File: config.mk
export PLATFORM = sky130hd
export DESIGN_NAME = btn_debounce_one_shot
export DESIGN_NICKNAME = d
export VERILOG_FILES = /design/src/rtl/btn_debounce_one_shot.sv
export SDC_FILE = /design/constraint.sdc
export NUM_CORES = 1
export LEC_CHECK = 0
export ABC_AREA = 0
export BUFFER_PORTS_ARGS = -buffer_cell sky130_fd_sc_hd__buf_2
export CAP_MARGIN = 20
export CORE_MARGIN = 1
export CORE_UTILIZATION = 57
export CTS_CLUSTER_SIZE = 40
export DETAILED_ROUTE_END_ITERATION = 8
export GPL_ROUTABILITY_DRIVEN = 0
export GPL_TIMING_DRIVEN = 0
export PLACE_DENSITY = 0.75
export SLEW_MARGIN = 5
export SYNTH_ARGS = -nofsm -noshare
export SYNTH_HDL_FRONTEND = slang
export SYNTH_SLANG_ARGS = --single-unit
File: constraint.sdc
create_clock -name clk -period 2.3 [get_ports clk]
set_input_delay 0.46 -clock clk [delete_from_list [all_inputs] [get_ports clk]]
set_output_delay 0.46 -clock clk [all_outputs]
set_load 0.02 [all_outputs]
File: src/rtl/btn_debounce_one_shot.sv
// Button debouncer: four-state stable-window FSM driving a registered level and a retriggerable rising-edge one-shot.
// Optional feature macro DB_SYNC_EN adds a two-flop input synchronizer ahead of the FSM.
module btn_debounce_one_shot #(
  parameter int DEBOUNCE_CNT = 100000,
  parameter int PULSE_LEN    = 3
) (
  input  logic clk,
  input  logic RST,
  input  logic btn_in,
  output logic db_out,
  output logic pos_pulse
);

  localparam int CW = $clog2(DEBOUNCE_CNT);
  localparam int PW = $clog2(PULSE_LEN + 1);
  localparam logic [CW-1:0] CNT_TERM   = CW'(DEBOUNCE_CNT - 1);
  localparam logic [PW-1:0] PULSE_INIT = PW'(PULSE_LEN);

  typedef enum logic [1:0] {LOW, CHK_HI, HIGH, CHK_LO} state_t;

  state_t          state_q;
  logic [CW-1:0]   cnt_q;
  logic [PW-1:0]   pulse_cnt_q;
  logic            db_q;
  logic            pulse_q;
  logic            s;

`ifdef DB_SYNC_EN
  logic sync1_q, sync2_q;

  always_ff @(posedge clk) begin
    if (RST) begin
      sync1_q <= 1'b0;
      sync2_q <= 1'b0;
    end else begin
      sync1_q <= btn_in;
      sync2_q <= sync1_q;
    end
  end

  assign s = sync2_q;
`else
  assign s = btn_in;
`endif

  always_ff @(posedge clk) begin
    if (RST) begin
      state_q     <= LOW;
      cnt_q       <= '0;
      pulse_cnt_q <= '0;
      db_q        <= 1'b0;
      pulse_q     <= 1'b0;
    end else begin
      // One-shot countdown; a debounced rise below reloads it, so pulses restart rather than stack.
      if (pulse_cnt_q != '0) pulse_cnt_q <= pulse_cnt_q - 1'b1;
      pulse_q <= (pulse_cnt_q > PW'(1));

      case (state_q)
        LOW: begin
          if (s) begin
            state_q <= CHK_HI;
            cnt_q   <= CW'(1);
          end else begin
            cnt_q   <= '0;
          end
          db_q <= 1'b0;
        end
        CHK_HI: begin
          if (!s) begin
            state_q <= LOW;
            cnt_q   <= '0;
            db_q    <= 1'b0;
          end else if (cnt_q == CNT_TERM) begin
            state_q     <= HIGH;
            cnt_q       <= '0;
            db_q        <= 1'b1;
            pulse_cnt_q <= PULSE_INIT;
            pulse_q     <= 1'b1;
          end else begin
            cnt_q <= cnt_q + 1'b1;
            db_q  <= 1'b0;
          end
        end
        HIGH: begin
          if (!s) begin
            state_q <= CHK_LO;
            cnt_q   <= CW'(1);
          end else begin
            cnt_q   <= '0;
          end
          db_q <= 1'b1;
        end
        CHK_LO: begin
          if (s) begin
            state_q <= HIGH;
            cnt_q   <= '0;
            db_q    <= 1'b1;
          end else if (cnt_q == CNT_TERM) begin
            state_q <= LOW;
            cnt_q   <= '0;
            db_q    <= 1'b0;
          end else begin
            cnt_q <= cnt_q + 1'b1;
            db_q  <= 1'b1;
          end
        end
        default: begin
          state_q <= LOW;
          cnt_q   <= '0;
          db_q    <= 1'b0;
        end
      endcase
    end
  end

  assign db_out    = db_q;
  assign pos_pulse = pulse_q;

endmodule

======== Yosys cells after proc, flatten, opt, wreduce, memory -nomap -nowiden ========
Index checks and enable logic that the tools add are counted.
cells by class
  add/sub/neg operators ................... 2
  magnitude comparators ................... 1
  eq/ne operators ......................... 8
  multiplexer cells ....................... 25
  reductions and logical operators ........ 3
operator list
  kind                     number
  $pmux W17 S4             1
  $mux W17                 3
  $mux W2                  10
  $add A17 B1 Y17 const B  1
  $eq A17 B17 Y1 const B   1
  $mux W1                  9
  $pmux W2 S4              1
  $ne A3 B3 Y1 const B     2
  $eq A2 B2 Y1 const B     2
  $ne A2 B2 Y1 const B     2
  $pmux W1 S4              1
  $reduce_and A4 Y1        1
  $eq A2 B1 Y1 const B     1
  $gt A2 B1 Y1 const B     1
  $logic_not A2 Y1         1
  $reduce_bool A2 Y1       1
  $sub A2 B1 Y2 const B    1
storage, ports and cells
  register bits after elaboration ......... 23
  input bits .............................. 3
  output and inout port bits .............. 2
  word-level logic and storage cells ...... 44

======== Depth between registers and ports, before layout ========
  word-level depth ........................ 5
  gate-level depth with buffers ........... 6
  mapped depth without buffers ............ 5

======== Least setup slack after synthesis ========
OpenSTA, ideal clock, no wires.
  kind .................................... register -> register
  start ................................... register cnt_q[6]
  end ..................................... register cnt_q[16]
  arrival time ............................ 1,640 ps
  setup slack ............................. 545 ps
  stages on the path, launching flop included .. 6
  period minus slack after synthesis ...... 1,755 ps
  cell sequence ........................... dfxtp_1 or4b_2 nor4_4 nand3b_4 buf_8 nor2_1
on the way
  cells in the longest elaborated chain, start to end .. 4
  elaborated cells on any way between the ends .. 6
  classes of those cells .................. add/sub (1); eq/ne (1); mux (4)
RTL lines
  item                                               line    source
  from (decl)                                        22      logic [CW-1:0] cnt_q;
  from (signal assigned)                             80      cnt_q <= cnt_q + 1'b1;
  from (signal assigned)                             103     cnt_q <= cnt_q + 1'b1;
  $add A17 B1 Y17 or $eq A17 B17 Y1 (tied branches)  --
  $mux W17 *                                         73, 98
  $mux W17 (on tied branches)                        94, 69
  $pmux W17 S4 *                                     58      case (state_q)
Every way passes the cells marked *; elsewhere a longest branch is shown, timed or not.
A chain may end at the register's enable or synchronous reset.

======== Worst setup path after layout ========
  start ................................... register cnt_q[6]
  end ..................................... register cnt_q[4]
on the way
  cells in the longest elaborated chain, start to end .. 4
  elaborated cells on any way between the ends .. 5
  classes of those cells .................. eq/ne (1); mux (4)
RTL lines
  item                         line
  $eq A17 B17 Y1 *             73, 98
  $mux W17 *                   73, 98
  $mux W17 (on tied branches)  94, 69
  $pmux W17 S4 *               58
Marks and branches as above.

==> impl_metrics.toml <==
[grt]
antenna_found_initial = 0
first_global_vias = 600
grt_pass1_wl_um = 2720
overflow = 0
grt_max_degree = 14
grt_usage_pct = 19.8

[clock_network]
cts_setup_buffers = 0
clock_latency_ps = 320
hold_buffers = 0
clk_pin_slew_ps = 120
cts_tree = "done"
cts_resized = 0
h-tree-depth = 1
cts_made_buffers = 3
root_buffer = "clkbuf_4"
clkSinkCount = 23
cts_buffer_depth = 2

[routing]
vias = 713
drc = 0
highest_layer = "met4"
wl_met1_um = 847
dr_wl_met3_um = 59
drt-vias-per-instance = 5.53
dr_wl_met2_um = 717
wl_um = 1650
drt_first_pass_iters = 4
drtIter0Drc = 7
ant_nets = 0
wl_per_cell_um = 12.8

[cells_and_area]
finalInstanceArea_um2 = 1060
drive_gt1_share_pct = 13.3
nets = 118
fillerInstances = 128
utilization_pct = 68.1
n_antenna_cell = 0
areaGrowthSynthToFinish_pct = 6.79

[floorplanning]
core_area_um2 = 1560
die_w_um = 43.8
dieArea_um2 = 1920
rows = 14
initial_core_util_pct = 63.8
boundaryPins = 5
die_h_um = 43.8

[setup_path]
worstPathMaxFanout = 10
crit_required_ps = 2520
crit_chain = "or4b_2 -> nor4_4 -> nand3b_4 -> buf_8 -> nor2_1"
endpoint_kind = "flip-flop"
critPathKind = "reg2reg"
cp.arrival_ps = 2140
crit_path_max_incr_delay_ps = 710
path_buf_inv = 1
cp_top_family = "simple AND/OR/NAND/NOR gates"
cp_slowest_cell = "or4b_2"
start_kind = "flip-flop"

[worst_hold_path]
min_path_type = "in2reg"

[logic_synthesis]
ys_types = 27
yosys-top-cells-area = "dfxtp_1, xnor2_1, nor2_1"
synth_nets = 109
synth_edf_count = 0
synth_most_common_cell = "dfxtp_1"
ys_seq_area_share_pct = 46.3
async_reset_ff_share_pct = 0
yosysWarnings = 0
synth_flop_cell = "dfxtp_1"
ys_ff_latch = 23
synth_common_cells = "dfxtp_1, nor2_1, xnor2_1, nand2_1"
synth_top_area_share_pct = 46.3
synth_area_um2 = 995
syn_avg_cell_area_um2 = 9.47
yosysTopAreaCell = "dfxtp_1"
postSynthCellCount = 105

[timing]
fin_skew_ps = 8.82
tightest_slew_ps = 352
hold_viol = 0
setup_viol = 0
slew_violations = 0
rsz0062_at_grt = "false"
period_share_pct = 83.6
fin_ws_ps = 378
setup_tns_ps = 0
max_slew_margin_pct = 76.3
clock.fmax_ghz = 0.520
period_needed_ps = 1920

[placement]
postPlaceCellArea_um2 = 1030
io_buffers = 4
hpwlAfterDp_um = 1150
place_ws_ps = 379

[pwr]
p_leak_nw = 0.355
irDropWorstVdd_mv = 0.488
powerDensity_nw_per_um2 = 565

[job]
cap_viol_max_count = 0

[run_status]
status = "complete, no violations"
==> layer usage <==
layer	global-route usage (%)	vias to the layer above
li1	-	385
met1	27.6	315
met2	27.5	8
met3	7.50	5
met4	7.50	0
met5	0	-
==> through the flow <==
step           power [mW]  hold WS [ps]  instances
2_1_floorplan       0.419           428        105
3_3_place_gp        0.424           438        125
3_5_place_dp        0.424           452        125
4_1_cts             0.612           338        129
5_1_grt             0.628           334        129
6_report            0.600           349        129
==> state kept, by name (all words and copies together) (netlist names), named ones only <==
register     flops
pulse_cnt_q      2
db_out           1
state_q          1
pos_pulse        1
cnt_q           17
==> logic make-up (layout without fill, tap and decap cells) <==
family / count (synthesis) / in the layout / share of synthesized area (%)
AO/OA/AOI/OAI: 10 / 10 / 5.79
XOR/XNOR: 15 / 15 / 13.2
adder cells (fa/ha/maj): 1 / 1 / 1.26
buffers and inverters: 3 / 11 / 2.26
flip-flops: 23 / 23 / 46.3
AND/OR/NAND/NOR: 53 / 53 / 31.2
==> cell type report <==
type / count / area (um2) / area share, %
multi-input combinational: 79 / 512 / 48.2
tap: 16 / 20.0 / 1.88
clock inverter: 1 / 5.00 / 0.471
clock buffer: 3 / 22.5 / 2.12
timing repair buffer: 4 / 20.0 / 1.88
buffer: 1 / 15.0 / 1.41
inverter: 2 / 7.51 / 0.707
sequential: 23 / 460 / 43.3
==> report_power, final <==
| group | switching, mW | internal [mW] |
|---|---|---|
| combinational | 0.00693 | 0.00538 |
| clock | 0.120 | 0.0651 |
| sequential | 0.00266 | 0.400 |
| total | 0.129 | 0.471 |
==> worst paths after layout <==
path | startpoint | to | slack [ps] | cells after the start
worst max register to register | cnt_q[6]$_SDFF_PP0_ | cnt_q[4]$_SDFF_PP0_ | 380 | 5
worst min register to register | pulse_cnt_q[0]$_SDFF_PP0_ | pulse_cnt_q[1]$_SDFF_PP0_ | 470 | 2
worst min-delay path | RST | pos_pulse$_SDFF_PP0_ | 350 | 2
worst max-delay path | cnt_q[6]$_SDFF_PP0_ | cnt_q[4]$_SDFF_PP0_ | 380 | 5
==> layout by cell type (no fill, tap or decap), types with 2 or more instances in the layout <==
cell,instances
dfxtp_1,23
nor2_1,17
xnor2_1,10
nand2_1,7
nand3_1,6
a21oi_1,6
xor2_1,5
nand4_1,4
nor4_1,4
buf_2,4
nor3_1,3
clkbuf_4,3
nand4b_1,2
inv_1,2
o21ai_0,2
Power figures use the tool's default switching activity.
